$ cat src/rtl/pipe_stage_skid.sv
`default_nettype none
// ---------------------------------------------------------------------------
// pipe_stage_skid : elastic 2-entry skid pipeline stage with flush and perf counters
// Revision 1.0
// ---------------------------------------------------------------------------
module pipe_stage_skid #(
  parameter int DATA_W     = 160,
  parameter int CTRL_W     = 8,
  parameter int CNT_W      = 16,
  parameter bit CLEAR_DATA = 1'b1
) (
  input  logic              clk,
  input  logic              rst,
  input  logic              flush,
  input  logic              in_valid,
  output logic              in_ready,
  input  logic [DATA_W-1:0] in_data,
  input  logic [CTRL_W-1:0] in_ctrl,
  output logic              out_valid,
  input  logic              out_ready,
  output logic [DATA_W-1:0] out_data,
  output logic [CTRL_W-1:0] out_ctrl,
  output logic [1:0]        occupancy,
  input  logic              cnt_clr,
  output logic [CNT_W-1:0]  stall_cnt,
  output logic [CNT_W-1:0]  bubble_cnt
);

  localparam logic [1:0]       c_EMPTY   = 2'd0;
  localparam logic [1:0]       c_ONE     = 2'd1;
  localparam logic [1:0]       c_FULL    = 2'd2;
  localparam logic [CNT_W-1:0] c_CNT_MAX = '1;
  localparam logic [CNT_W-1:0] c_CNT_ONE = {{(CNT_W-1){1'b0}}, 1'b1};

  logic [1:0]        r_occ;
  logic              r_out_valid;
  logic              r_in_ready;
  logic [DATA_W-1:0] r_head_data;
  logic [DATA_W-1:0] r_skid_data;
  logic [CTRL_W-1:0] r_head_ctrl;
  logic [CTRL_W-1:0] r_skid_ctrl;
  logic [CNT_W-1:0]  r_stall_cnt;
  logic [CNT_W-1:0]  r_bubble_cnt;

  logic              w_push;
  logic              w_pop;
  logic [1:0]        w_occ_nxt;
  logic [DATA_W-1:0] w_head_data_nxt;
  logic [DATA_W-1:0] w_skid_data_nxt;
  logic [CTRL_W-1:0] w_head_ctrl_nxt;
  logic [CTRL_W-1:0] w_skid_ctrl_nxt;
  logic              w_stall_inc;
  logic              w_bubble_inc;

  assign w_push = in_valid & r_in_ready;
  assign w_pop  = r_out_valid & out_ready;

  always_comb begin
    w_occ_nxt       = r_occ;
    w_head_data_nxt = r_head_data;
    w_skid_data_nxt = r_skid_data;
    w_head_ctrl_nxt = r_head_ctrl;
    w_skid_ctrl_nxt = r_skid_ctrl;
    if (flush) begin
      // A pop in this cycle has already been consumed downstream; a push is dropped.
      w_occ_nxt       = c_EMPTY;
      w_head_ctrl_nxt = '0;
      w_skid_ctrl_nxt = '0;
      if (CLEAR_DATA) begin
        w_head_data_nxt = '0;
        w_skid_data_nxt = '0;
      end
    end else begin
      case (r_occ)
        c_EMPTY: begin
          if (w_push) begin
            w_head_data_nxt = in_data;
            w_head_ctrl_nxt = in_ctrl;
            w_occ_nxt       = c_ONE;
          end
        end
        c_ONE: begin
          if (w_push && w_pop) begin
            w_head_data_nxt = in_data;
            w_head_ctrl_nxt = in_ctrl;
          end else if (w_push) begin
            w_skid_data_nxt = in_data;
            w_skid_ctrl_nxt = in_ctrl;
            w_occ_nxt       = c_FULL;
          end else if (w_pop) begin
            w_occ_nxt       = c_EMPTY;
          end
        end
        c_FULL: begin
          if (w_pop) begin
            w_head_data_nxt = r_skid_data;
            w_head_ctrl_nxt = r_skid_ctrl;
            w_occ_nxt       = c_ONE;
          end
        end
        default: begin
          w_occ_nxt = c_EMPTY;
        end
      endcase
    end
  end

  // in_ready is derived from next occupancy so it stays a pure register output.
  always_ff @(posedge clk or posedge rst) begin
    if (rst) begin
      r_occ       <= c_EMPTY;
      r_out_valid <= 1'b0;
      r_in_ready  <= 1'b0;
      r_head_ctrl <= '0;
      r_skid_ctrl <= '0;
    end else begin
      r_occ       <= w_occ_nxt;
      r_out_valid <= (w_occ_nxt != c_EMPTY);
      r_in_ready  <= (w_occ_nxt != c_FULL);
      r_head_ctrl <= w_head_ctrl_nxt;
      r_skid_ctrl <= w_skid_ctrl_nxt;
    end
  end

  generate
    if (CLEAR_DATA) begin : g_data_clear
      always_ff @(posedge clk or posedge rst) begin
        if (rst) begin
          r_head_data <= '0;
          r_skid_data <= '0;
        end else begin
          r_head_data <= w_head_data_nxt;
          r_skid_data <= w_skid_data_nxt;
        end
      end
    end else begin : g_data_hold
      always_ff @(posedge clk) begin
        r_head_data <= w_head_data_nxt;
        r_skid_data <= w_skid_data_nxt;
      end
    end
  endgenerate

  assign w_stall_inc  = r_out_valid & ~out_ready;
  assign w_bubble_inc = ~r_out_valid & out_ready;

  always_ff @(posedge clk or posedge rst) begin
    if (rst) begin
      r_stall_cnt  <= '0;
      r_bubble_cnt <= '0;
    end else if (cnt_clr) begin
      r_stall_cnt  <= '0;
      r_bubble_cnt <= '0;
    end else begin
      if (w_stall_inc && (r_stall_cnt != c_CNT_MAX)) begin
        r_stall_cnt <= r_stall_cnt + c_CNT_ONE;
      end
      if (w_bubble_inc && (r_bubble_cnt != c_CNT_MAX)) begin
        r_bubble_cnt <= r_bubble_cnt + c_CNT_ONE;
      end
    end
  end

  assign in_ready   = r_in_ready;
  assign out_valid  = r_out_valid;
  assign out_data   = r_head_data;
  assign out_ctrl   = r_out_valid ? r_head_ctrl : '0;
  assign occupancy  = r_occ;
  assign stall_cnt  = r_stall_cnt;
  assign bubble_cnt = r_bubble_cnt;

endmodule
`default_nettype wire

$ cat config.mk
export PLATFORM = sky130hd
export DESIGN_NAME = pipe_stage_skid
export DESIGN_NICKNAME = d
export VERILOG_FILES = /design/src/rtl/pipe_stage_skid.sv
export SDC_FILE = /design/constraint.sdc
export NUM_CORES = 1
export LEC_CHECK = 0
export ABC_AREA = 1
export ABC_CLOCK_PERIOD_IN_PS = 15200
export BUFFER_PORTS_ARGS = -buffer_cell sky130_fd_sc_hd__buf_4
export CORE_ASPECT_RATIO = 1.2
export CORE_UTILIZATION = 38
export DETAILED_ROUTE_END_ITERATION = 12
export PLACE_DENSITY_LB_ADDON = 0.3
export SYNTH_ARGS = -nofsm -noshare
export SYNTH_HDL_FRONTEND = slang
export SYNTH_SLANG_ARGS = --single-unit
$ cat constraint.sdc
create_clock -name clk -period 15.2 [get_ports clk]
set_input_delay 3.04 -clock clk [delete_from_list [all_inputs] [get_ports clk]]
set_output_delay 3.04 -clock clk [all_outputs]
set_load 0.01 [all_outputs]
==> results of run 1 <==
-- cells by family after synthesis --
logic type	count (synthesis)	share of synthesized area
buffers and inverters	357	0.0883
and+or+nand+nor	735	0.180
xor gates and xnor gates	12	0.00613
AOI/OAI and AO/OA	520	0.181
DFF	372	0.543
adders and majority gates	2	0.00146
-- worst max-delay path by stage --
| stage | to | slack [ps] | cells past startpoint |
|---|---|---|---|
| 3_3_place_gp | out_data[105] | 9550 | 8 |
| 2_1_floorplan | bubble_cnt[0] | 1830 | 1 |
| 5_1_grt | out_data[94] | 9770 | 9 |
| 3_5_place_dp | r_head_ctrl[6] | 9470 | 8 |
| 4_1_cts | out_data[101] | 10090 | 9 |
| 6_report | out_data[86] | 10040 | 9 |
-- power by group --
group          internal, W  switching, W
Combinational     0.000175      0.000253
Clock             0.000575      0.000401
Sequential         0.00108     0.0000646
-- cells in the final DEF, fill, tap and decap left out, drive strengths merged --
cell type  netlist  final
clkbuf          93     70
buf             60    389
clkinv           1      4
nand2          480    480
o21bai           5      5
inv            203    203
a21oi            3      3
diode            0      3
dfrtp          372    372
o211ai         168    168
o21ai          343    343
nor2            53     53
ha               2      2
xor2            12     12
o21a             1      1
nand3          176    176
nand4           24     24
nor3             2      2
-- per-stage QoR --
step | instance area (sq um) | power, W | std cells | worst slack [ps]
after floorplan | 17100 | 0.00139 | 1998 | 1830
after global placement | 20100 | 0.00159 | 2793 | 9550
after detailed placement | 20100 | 0.00160 | 2793 | 9470
after CTS | 21400 | 0.00259 | 2866 | 10090
after global routing | 21400 | 0.00268 | 2869 | 9770
final | 21400 | 0.00255 | 2869 | 10040
-- state kept, by name, indices dropped and copies added, names as in the netlist --
signal / cells
in_ready: 1
bubble_cnt: 16
r_head_ctrl: 8
r_skid_data: 160
r_skid_ctrl: 8
occupancy: 2
out_valid: 1
out_data: 160
stall_cnt: 16
-- per-layer routing --
metal / wire [um] / global-route usage
met1: 20500 / 0.270
met2: 23200 / 0.348
met3: 2850 / 0.0412
met4: 1740 / 0.0874
met5: 0 / 0
-- cell usage after synthesis (17+ instances only) --
master / number
sky130_fd_sc_hd__nand2_1: 468
sky130_fd_sc_hd__dfrtp_1: 372
sky130_fd_sc_hd__o21ai_0: 252
sky130_fd_sc_hd__inv_1: 201
sky130_fd_sc_hd__nand3_1: 176
sky130_fd_sc_hd__o211ai_1: 168
sky130_fd_sc_hd__clkbuf_1: 93
sky130_fd_sc_hd__o21ai_1: 73
sky130_fd_sc_hd__nor2_1: 51
sky130_fd_sc_hd__buf_2: 30
sky130_fd_sc_hd__nand4_1: 24
sky130_fd_sc_hd__o21ai_2: 18
sky130_fd_sc_hd__buf_1: 17
-- final cells by class --
type                            instances  area [sq um]
Antenna cell                            3          7.51
Clock buffer                           70          1290
Clock inverter                          3          18.8
Fill cell                            4245         22800
Inverter                              204           781
Multi-Input combinational cell       1269          6350
Sequential cell                       372          9310
Tap cell                              559           699
Timing Repair Buffer                  389          2930
-- worst register-to-register path, cell delays in order (launching register included) --
cell and delay, ps:
sky130_fd_sc_hd__dfrtp_1 550, sky130_fd_sc_hd__nand2_8 490, sky130_fd_sc_hd__inv_2 640, sky130_fd_sc_hd__nand2_2 150
sky130_fd_sc_hd__a21oi_4 760, sky130_fd_sc_hd__buf_4 960, sky130_fd_sc_hd__nand2_1 230, sky130_fd_sc_hd__o21ai_1 130
==> qor.tcl, run 1 <==
set qor(num_io_pins) 378
set qor(die_h_um) 235
set qor(avgSynthCellArea_sq_um) 8.58
set qor(max_slew_vio_count) 0
set qor(ys_seq_area_frac) 0.543
set qor(arrival_ps) 5620
set qor(hp-class) {flop to flop}
set qor(most_used_flip_flop_cell_after_synthesis) {sky130_fd_sc_hd__dfrtp_1}
set qor(first_global_vias) 14600
set qor(number_of_buffers_added_by_the_clock_tree_synthesis_step) 42
set qor(timing.critical_path.cells) {buf_4, nand2_1, nand2_1, nand3_1, nand2_1, a21oi_4, buf_4, nand2_1, o21ai_1}
set qor(setup_tns_ps) 0
set qor(path_delay_family) {buffers and inverters}
set qor(yosysWarningCount) 0
set qor(crit_path_frequent_cell) {sky130_fd_sc_hd__nand2_1}
set qor(antenna_violations_before_repair) 3
set qor(wl_per_cell_um) 16.8
set qor(finalWorstPathRequiredPeriod_ps) 5160
set qor(globalRouteOverflowTotal) 0
set qor(cts_resized) 0
set qor(gp_congestion) 0.842
set qor(dieArea_sq_um) 46000
set qor(worst_slew_pin_slew_ps) 1120
set qor(cts_tree) {built}
set qor(netlist_instances) 1998
set qor(critPathLaunchType) {primary input}
set qor(critPathCaptureType) {flop}
set qor(mappedNetlistNets) 2174
set qor(yosys_register_bits) 372
set qor(cts_max_level) 2
set qor(crit-reg2reg-launch) {occupancy[1]}
set qor(number_of_enable_type_register_cells_in_the_synthesized_netlist) 0
set qor(min_path_cells) 2
set qor(critPathMaxFanout) 97
set qor(clock_skew_ps) 14.8
set qor(grt_usage) 0.211
set qor(post_cts_setup_driven_buffer_insertion_count) 0
set qor(grt_first_pass_wirelength_mm) 78.8
set qor(fmax_mhz) 194
set qor(fin_nets) 2454
set qor(outcome) {completed}
set qor(reg2reg_depth) 7
set qor(async_reset_ff_frac) 1.00
set qor(via_count_of_the_routed_design) 14900
set qor(clk_pin_slew_worst_paths_ps) 60
set qor(port_buffers) 377
set qor(final-setup-viol-count) 0
set qor(final_min_period_over_clock_period) 0.339
set qor(timing.reg2reg.setup_slack_ps) 11210
set qor(largest_net_degree_at_the_start_of_global_routing) 172
set qor(maxSlewHeadroom) 0.252
set qor(setup.worst_path.class) {primary input to flop}
set qor(summed_instance_area_of_the_synthesized_netlist_sq_um) 17100
set qor(power_density_nw_per_um2) 119
set qor(critPathLaunch) {out_ready}
set qor(holdPathEnd) {r_head_ctrl[4]}
set qor(post_synth_top_area_cell) {sky130_fd_sc_hd__dfrtp_1}
set qor(holdBufCountCts) 0
set qor(detail_route.vias_per_cell) 5.19
set qor(core_area_sq_um) 44100
set qor(worst_hold_slack_ps) 485
set qor(clock_insertion_delay_worst_skew_ps) 560
set qor(vdd_drop_max_mv) 0.0730
set qor(std_cell_rows) 84
set qor(post_synth_num_cell_types) 27
set qor(violation_count_after_the_first_detailed_route_iteration) 915
set qor(initial_core_util) 0.388
set qor(finalHoldViolations) 0
set qor(postRouteAntennaNets) 0
set qor(postLayoutCoreUtil) 0.485
set qor(beginning_of_the_worst_hold_path) {r_head_ctrl[4]}
set qor(r2r-end) {out_data[86]}
set qor(remaining_drc_errors) 0
set qor(critPathBufInv) 2
set qor(drt_first_pass_iters) 5
set qor(grt_setup_unrepaired) {false}
set qor(power.static_leakage_nw) 10.7
set qor(critical_path.slowest_cell) {sky130_fd_sc_hd__buf_4}
set qor(drive_gt1_frac) 0.209
set qor(cts_root_buf) {sky130_fd_sc_hd__clkbuf_16}
set qor(synth_top_cell_area_share) 0.543
set qor(cts_buffer_depth) 3
set qor(syn_to_final_growth_pct) 24.8
set qor(synth.area.top_cells) {sky130_fd_sc_hd__dfrtp_1 54%, sky130_fd_sc_hd__nand2_1 10%, sky130_fd_sc_hd__o21ai_0 7.4%, sky130_fd_sc_hd__o211ai_1 7.4%, sky130_fd_sc_hd__nand3_1 5.1%}
set qor(critPathMaxStageDelay_ps) 950
set qor(wirelength_mm) 48.3
set qor(floorplan.die.width_um) 196
set qor(clock_sink_total) 372
set qor(worst_ep_required_time_ps) 15670
set qor(dp.final_hpwl_mm) 30.5
set qor(cap_violations) 0
Note: power is estimated with default switching activity, not from simulation.
==> run 2, diff against run 1 <==
Settings changed: ABC_CLOCK_PERIOD_IN_PS 15200 to 4570.
Clock period 15.2 ns to 4.57 ns, I/O delays scaled along.
==> run 2 against run 1 <==
- die area did not move
- routed wire length fell by 0.76%
- via count fell by 0.11%
- largest cell class unchanged
- largest power group unchanged
- highest routed layer unchanged
==> qor.tcl, run 2 (synthesis results as in run 1) <==
set qor(critPathMaxFanout) 93 ;# -4.1%
set qor(max_slew_vio_count) 0 ;# unchanged
set qor(cts_max_level) 2 ;# unchanged
set qor(final_common_cell) {sky130_fd_sc_hd__nand2_1}
set qor(vdd_drop_max_mv) 0.255 ;# +250%
set qor(clock_skew_ps) 9.16 ;# -5.69 ps
set qor(worst_slew_pin_slew_ps) 1390 ;# +273 ps
set qor(r2r-end) {out_data[20]}
set qor(setup_tns_ps) 0 ;# unchanged
set qor(grt_setup_unrepaired) {false}
set qor(setup.worst_path.class) {flop to flop}
set qor(hp-class) {flop to flop}
set qor(min_path_cells) 2 ;# unchanged
set qor(num_io_pins) 378 ;# unchanged
set qor(cts_root_buf) {sky130_fd_sc_hd__clkbuf_16}
set qor(gp_congestion) 0.840 ;# -0.29%
set qor(power_density_nw_per_um2) 390 ;# +230%
set qor(grt_first_pass_wirelength_mm) 77.7 ;# -1.4%
set qor(clock_sink_total) 372 ;# unchanged
set qor(layout.cell_area.non_filler_sq_um) 21500 ;# +0.53%
set qor(holdBufCountCts) 0 ;# unchanged
set qor(grt_usage) 0.207 ;# -0.00398
set qor(wl_per_cell_um) 16.7 ;# -0.87%
set qor(crit_path_frequent_cell) {sky130_fd_sc_hd__buf_4}
set qor(holdPathEnd) {out_data[8]}
set qor(critPathLaunchType) {flop}
set qor(core_area_sq_um) 44100 ;# unchanged
set qor(critical_path.slowest_cell) {sky130_fd_sc_hd__buf_4}
set qor(clk_pin_slew_worst_paths_ps) 60 ;# about the same
set qor(cts_tree) {built}
set qor(std_cell_rows) 84 ;# unchanged
set qor(maxSlewHeadroom) 0.0706 ;# -0.182
set qor(arrival_ps) 3370 ;# -2250 ps
set qor(violation_count_after_the_first_detailed_route_iteration) 1028 ;# +12%
set qor(number_of_buffers_added_by_the_clock_tree_synthesis_step) 41 ;# -2.4%
set qor(beginning_of_the_worst_hold_path) {out_data[8]}
set qor(wirelength_mm) 47.9 ;# -0.76%
set qor(postRouteAntennaNets) 0 ;# unchanged
set qor(clock_insertion_delay_worst_skew_ps) 540 ;# -20 ps
set qor(detail_route.vias_per_cell) 5.18 ;# -0.22%
set qor(cts_resized) 0 ;# unchanged
set qor(critPathMaxStageDelay_ps) 760 ;# -190 ps
set qor(remaining_drc_errors) 0 ;# unchanged
set qor(drt_first_pass_iters) 5 ;# unchanged
set qor(power.static_leakage_nw) 10.8 ;# +0.49%
set qor(globalRouteOverflowTotal) 0 ;# unchanged
set qor(critPathCaptureType) {flop}
set qor(floorplan.die.width_um) 196 ;# unchanged
set qor(finalWorstPathRequiredPeriod_ps) 2960
set qor(die_h_um) 235 ;# unchanged
set qor(first_global_vias) 14300 ;# -2.0%
set qor(timing.reg2reg.setup_slack_ps) 1610 ;# -9600 ps
set qor(final.fill_count) 4210 ;# -0.82%
set qor(worst_ep_required_time_ps) 4980 ;# -10690 ps
set qor(layout.cells.most_common_list) {468 x sky130_fd_sc_hd__nand2_1, 388 x sky130_fd_sc_hd__buf_4, 372 x sky130_fd_sc_hd__dfrtp_1, 252 x sky130_fd_sc_hd__o21ai_0, 199 x sky130_fd_sc_hd__inv_1}
set qor(initial_core_util) 0.388 ;# unchanged
set qor(timing.critical_path.cells) {inv_1, nand2_8, buf_4, buf_4, nand2_1, o211ai_1, o21ai_0}
set qor(outcome) {completed}
set qor(final_min_period_over_clock_period) 0.647
set qor(crit-reg2reg-launch) {occupancy[0]}
set qor(reg2reg_depth) 7 ;# unchanged
set qor(drive_gt1_frac) 0.213 ;# +0.00381
set qor(dieArea_sq_um) 46000 ;# unchanged
set qor(largest_net_degree_at_the_start_of_global_routing) 233 ;# +35%
set qor(cts_buffer_depth) 3 ;# unchanged
set qor(syn_to_final_growth_pct) 25.5
set qor(dp.final_hpwl_mm) 31.8 ;# +4.3%
set qor(port_buffers) 377 ;# unchanged
set qor(via_count_of_the_routed_design) 14900 ;# -0.11%
set qor(fmax_mhz) 338
set qor(placed_area_sq_um) 20200 ;# +0.88%
set qor(finalHoldViolations) 0 ;# unchanged
set qor(final-setup-viol-count) 0 ;# unchanged
set qor(fin_nets) 2462 ;# +0.33%
set qor(post_cts_setup_driven_buffer_insertion_count) 0 ;# unchanged
set qor(antenna_violations_before_repair) 5 ;# +2
set qor(cap_violations) 0 ;# unchanged
-- run 2: cell type report --
type	instances	area [sq um]	share of cell area
Antenna cell	5	12.5	0.000582
Clock buffer	57	1170	0.0543
Clock inverter	8	72.6	0.00338
Inverter	204	777	0.0361
Multi-Input combinational cell	1269	6350	0.295
Sequential cell	372	9310	0.433
Tap cell	559	699	0.0325
Timing Repair Buffer	398	3110	0.145
-- run 2: how the worst max path moves through the flow --
stage | startpoint | endpoint | slack [ps]
after detailed placement | out_ready | r_skid_ctrl[2] | 1490
final | occupancy[0] | out_data[20] | 1610
after floorplan | rst | bubble_cnt[0] | -1340
after CTS | occupancy[0] | out_data[153] | 1650
after global routing | occupancy[0] | out_data[153] | 1310
after global placement | out_ready | r_skid_data[92] | 1580
-- run 2: layer usage --
layer,track usage,wire length (um),up-vias
met5,0,0,-
met4,0.0769,1430,0
met3,0.0448,3190,76
met2,0.340,23300,422
met1,0.267,20000,7137
li1,-,-,7247
-- run 2: stage by stage --
step	power [W]	setup slack, ps	cells	util	hold WS (ps)
CTS	0.00849	1650	2867	0.487	488
global route	0.00878	1310	2872	0.487	504
finish	0.00839	1610	2872	0.487	485
detailed placement	0.00534	1490	2802	0.459	474
global placement	0.00531	1580	2802	0.459	468
floorplan	0.00462	-1340	1998	-	453
-- run 2: report_power, final --
group	switching, W	internal [W]
Sequential	0.000197	0.00360
Combinational	0.000862	0.000610
Clock	0.00130	0.00183
Total	0.00236	0.00604
-- run 2: critical path: cells and delay by family, from the launching register on --
| kind | cells | cell delay (ps) |
|---|---|---|
| buffers and inverters | 3 | 1620 |
| DFF | 1 | 410 |
| and+or+nand+nor | 2 | 350 |
| AOI/OAI and AO/OA | 2 | 270 |
==> run 3, diff against run 2 <==
Settings changed: ABC_AREA 1 to 0, ABC_CLOCK_PERIOD_IN_PS 4570 to 2800.
Clock period 4.57 ns to 2.8 ns, I/O delays scaled along.
==> run 3 against run 2 <==
- register-to-register slack got worse by 960 ps
- critical endpoint is now out_data[115]
- critical path depth fell by 2
- global-route usage rose by 1.9 points
- sequential power rose by 61%
- setup slack got worse by 960 ps
- clock skew rose by 13 ps
- final area rose by 0.46%
- clock power rose by 67%
- cell count fell by 3.0%
- die area fell by 1.2%
==> qor.tcl, run 3 <==
set qor(outcome) {completed}
set qor(fmax_mhz) 465 ;# +38%
set qor(critPathLaunchType) {flop}
set qor(first_global_vias) 14800 ;# +2.8%
set qor(path_delay_family) {simple AND/OR/NAND/NOR gates}
set qor(cts_resized) 0 ;# unchanged
set qor(setup_tns_ps) 0 ;# unchanged
set qor(avgSynthCellArea_sq_um) 8.82 ;# +2.8%
set qor(post_synth_num_cell_types) 47 ;# +74%
set qor(placedCellCount) 2714 ;# -3.1%
set qor(fin_cells) 2786 ;# -3.0%
set qor(post_cts_setup_driven_buffer_insertion_count) 0 ;# unchanged
set qor(clock_skew_ps) 21.9 ;# +12.8 ps
set qor(floorplan.die.width_um) 195 ;# -0.62%
set qor(std_cell_rows) 84 ;# unchanged
set qor(worst_slew_pin_slew_ps) 673 ;# -722 ps
set qor(critPathMaxFanout) 87 ;# -6.5%
set qor(synth_compound_gate_area_share) 0.157 ;# -0.0240
set qor(clock_insertion_delay_worst_skew_ps) 550 ;# about the same
set qor(num_io_pins) 378 ;# unchanged
set qor(number_of_enable_type_register_cells_in_the_synthesized_netlist) 0 ;# unchanged
set qor(cts_root_buf) {sky130_fd_sc_hd__clkbuf_16}
set qor(drt_first_pass_iters) 6 ;# +1
set qor(grt_setup_unrepaired) {false}
set qor(drive_gt1_frac) 0.224 ;# +0.0115
set qor(cts_max_level) 2 ;# unchanged
set qor(critPathLaunch) {occupancy[1]}
set qor(wl_per_cell_um) 18.9 ;# +13%
set qor(clock_power_share) 0.372 ;# about the same
set qor(post_synth_fa_ha_maj_area_fraction) 0.00148 ;# +0.0000184
set qor(power.static_leakage_nw) 9.59 ;# -11%
set qor(total_switching_power_w) 0.00403 ;# +71%
set qor(sw_frac_of_total) 0.287 ;# +0.00620
set qor(layout.cells.most_common_list) {683 x sky130_fd_sc_hd__nand2_1, 393 x sky130_fd_sc_hd__buf_4, 372 x sky130_fd_sc_hd__dfrtp_1, 192 x sky130_fd_sc_hd__a21oi_1, 173 x sky130_fd_sc_hd__nor3_1}
set qor(die_h_um) 233 ;# -0.62%
set qor(async_reset_ff_frac) 1.00 ;# unchanged
set qor(r2r-end) {out_data[115]}
set qor(grt_first_pass_wirelength_mm) 82.6 ;# +6.4%
set qor(most_used_flip_flop_cell_after_synthesis) {sky130_fd_sc_hd__dfrtp_1}
set qor(timing.critical_path.cells) {nand3b_1, a21oi_4, or2_4, buf_12, a311oi_1}
set qor(final_min_period_over_clock_period) 0.767 ;# +0.120
set qor(synth.area.top_cells) {sky130_fd_sc_hd__dfrtp_1 55%, sky130_fd_sc_hd__nand2_1 15%, sky130_fd_sc_hd__a311oi_1 8.7%, sky130_fd_sc_hd__a21oi_1 5.7%, sky130_fd_sc_hd__nor3_1 5.1%}
set qor(final_common_cell) {sky130_fd_sc_hd__nand2_1}
set qor(ys_seq_area_frac) 0.550 ;# +0.00683
set qor(setup.worst_path.class) {flop to flop}
set qor(reg2reg_depth) 5 ;# -2
set qor(holdBufCountCts) 0 ;# unchanged
set qor(cell_internal_pwr_w) 0.0100 ;# +66%
set qor(cts_tree) {built}
set qor(p_comb_frac) 0.192 ;# +0.017
set qor(netlist_instances) 1919 ;# -4.0%
set qor(final-setup-viol-count) 0 ;# unchanged
set qor(hp-class) {primary input to asynchronous set/reset pin}
set qor(antenna_violations_before_repair) 4 ;# -1
set qor(globalRouteOverflowTotal) 0 ;# unchanged
set qor(detail_route.vias_per_cell) 5.51 ;# +6.4%
set qor(synth_top_cell_area_share) 0.550 ;# +0.00683
set qor(crit-reg2reg-launch) {occupancy[1]}
set qor(remaining_drc_errors) 0 ;# unchanged
set qor(finalHoldViolations) 0 ;# unchanged
set qor(critical_path.slowest_cell) {sky130_fd_sc_hd__dfrtp_1}
set qor(critPathBufInv) 1 ;# -2
set qor(yosysWarningCount) 0 ;# unchanged
set qor(grt_usage) 0.226 ;# +0.0188
set qor(yosys_register_bits) 372 ;# unchanged
set qor(postRouteAntennaNets) 0 ;# unchanged
set qor(synth-xor-area-share) 0 ;# -0.00613
set qor(cts_buffer_depth) 3 ;# unchanged
set qor(fin_nets) 2373 ;# -3.6%
set qor(initial_core_util) 0.386 ;# -0.00206
set qor(share_of_cell_area_taken_by_muxes_after_synthesis) 0.00702 ;# +0.00702
set qor(count_leader_synth) {sky130_fd_sc_hd__nand2_1}
set qor(violation_count_after_the_first_detailed_route_iteration) 1119 ;# +8.9%
set qor(post_synth_top_area_cell) {sky130_fd_sc_hd__dfrtp_1}
set qor(synth.cells.most_frequent) {683 x sky130_fd_sc_hd__nand2_1, 372 x sky130_fd_sc_hd__dfrtp_1, 192 x sky130_fd_sc_hd__a21oi_1, 173 x sky130_fd_sc_hd__nor3_1, 168 x sky130_fd_sc_hd__a311oi_1}
set qor(syn_to_final_growth_pct) 27.6
set qor(pwr-share-seq) 0.436 ;# -0.016
set qor(critPathMaxStageDelay_ps) 470 ;# -290 ps
set qor(vdd_drop_max_mv) 0.399 ;# +57%
set qor(timing.reg2reg.setup_slack_ps) 650 ;# -960 ps
set qor(cap_violations) 0 ;# unchanged
set qor(clock_sink_total) 372 ;# unchanged
set qor(arrival_ps) 2530 ;# -840 ps
set qor(worst_hold_slack_ps) 23.1 ;# -462 ps
set qor(dieArea_sq_um) 45400 ;# -1.2%
set qor(largest_family_of_logic_cells_by_synthesized_area) {simple AND/OR/NAND/NOR gates}
set qor(synth-simple-area-share) 0.238 ;# +0.0583
set qor(wirelength_mm) 52.7 ;# +9.9%
set qor(finalWorstPathRequiredPeriod_ps) 2150 ;# -810 ps
set qor(mappedNetlistNets) 2095 ;# -3.6%
set qor(worst_ep_required_time_ps) 3180 ;# -1800 ps
set qor(largest_net_degree_at_the_start_of_global_routing) 108 ;# -54%
set qor(dp.final_hpwl_mm) 32.2 ;# +1.0%
set qor(number_of_buffers_added_by_the_clock_tree_synthesis_step) 40 ;# -2.4%
set qor(max_slew_vio_count) 0 ;# unchanged
set qor(via_count_of_the_routed_design) 15400 ;# +3.2%
set qor(port_buffers) 377 ;# unchanged
set qor(totalPowerFinal_w) 0.0140 ;# +67%
set qor(gp_congestion) 0.814 ;# -3.1%
set qor(power_density_nw_per_um2) 650 ;# +66%
set qor(clk_pin_slew_worst_paths_ps) 60 ;# about the same
set qor(core_area_sq_um) 43800 ;# -0.71%
set qor(maxSlewHeadroom) 0.548 ;# +0.477
set qor(critPathCaptureType) {flop}
set qor(summed_instance_area_of_the_synthesized_netlist_sq_um) 16900 ;# -1.2%
set qor(postLayoutCoreUtil) 0.493 ;# +0.00576
set qor(final.fill_count) 4118 ;# -2.2%
==> run 3: cell types whose count changed in the layout (fill, tap and decap cells not counted), sizes merged, moves of 168 or more <==
cell and delta:
o21ai -332, nor3 +171, a21oi +190, nand2 +203
a311oi +168, inv -192
==> run 3: worst max path at each step <==
stage                         end  slack, ps  cells after the start
finish              out_data[115]        650                      5
global route        stall_cnt[12]        520                      4
CTS                   out_ctrl[0]        670                      3
detailed placement  stall_cnt[12]        550                      5
global placement    stall_cnt[12]        600                      5
floorplan           bubble_cnt[0]      -2750                      1
==> run 3: per-layer routing <==
metal  global-route usage  vias up  wire (um)
met3               0.0531      114       3960
li1                     -     7227          -
met2                0.357      550      25000
met5                    0        -         27
met1                0.298     7467      21600
met4               0.0938        4       2080
==> run 3: power by group through the flow <==
stage / combinational (W) / sequential [W] / clock (W)
finish: 0.00269 / 0.00612 / 0.00522
global route: 0.00294 / 0.00617 / 0.00555
CTS: 0.00271 / 0.00612 / 0.00534
detailed placement: 0.00271 / 0.00621 / 0
global placement: 0.00267 / 0.00620 / 0
floorplan: 0.00130 / 0.00630 / 0
==> run 3: final cells by class <==
type / count / area [sq um] / area share
inverter: 9 / 37.5 / 0.00174
tap: 559 / 699 / 0.0324
antenna: 2 / 5.00 / 0.000232
clock buffer: 58 / 1150 / 0.0532
multi-input combinational: 1358 / 6870 / 0.318
timing repair buffer: 416 / 3410 / 0.158
sequential: 372 / 9310 / 0.431
clock inverter: 12 / 121 / 0.00562
==> run 3: worst reg2reg max path, stage by stage, from the launching register on <==
cell and delay (ps):
sky130_fd_sc_hd__dfrtp_1 470, sky130_fd_sc_hd__nand3b_1 390, sky130_fd_sc_hd__a21oi_4 320, sky130_fd_sc_hd__or2_4 200, sky130_fd_sc_hd__buf_12 350, sky130_fd_sc_hd__a311oi_1 270
==> run 3: metrics by stage <==
stage	setup WS, ps	instance area (sq um)
CTS	670	21600
global route	519	21600
global placement	597	20300
floorplan	-2750	16900
finish	651	21600
detailed placement	553	20300
==> run 3: kinds of logic after synthesis <==
kind of cell / count (synthesis)
AO/OA/AOI/OAI: 392
flip-flops: 372
AND/OR/NAND/NOR: 953
multiplexers: 11
buffers and inverters: 189
adder cells (fa/ha/maj): 2
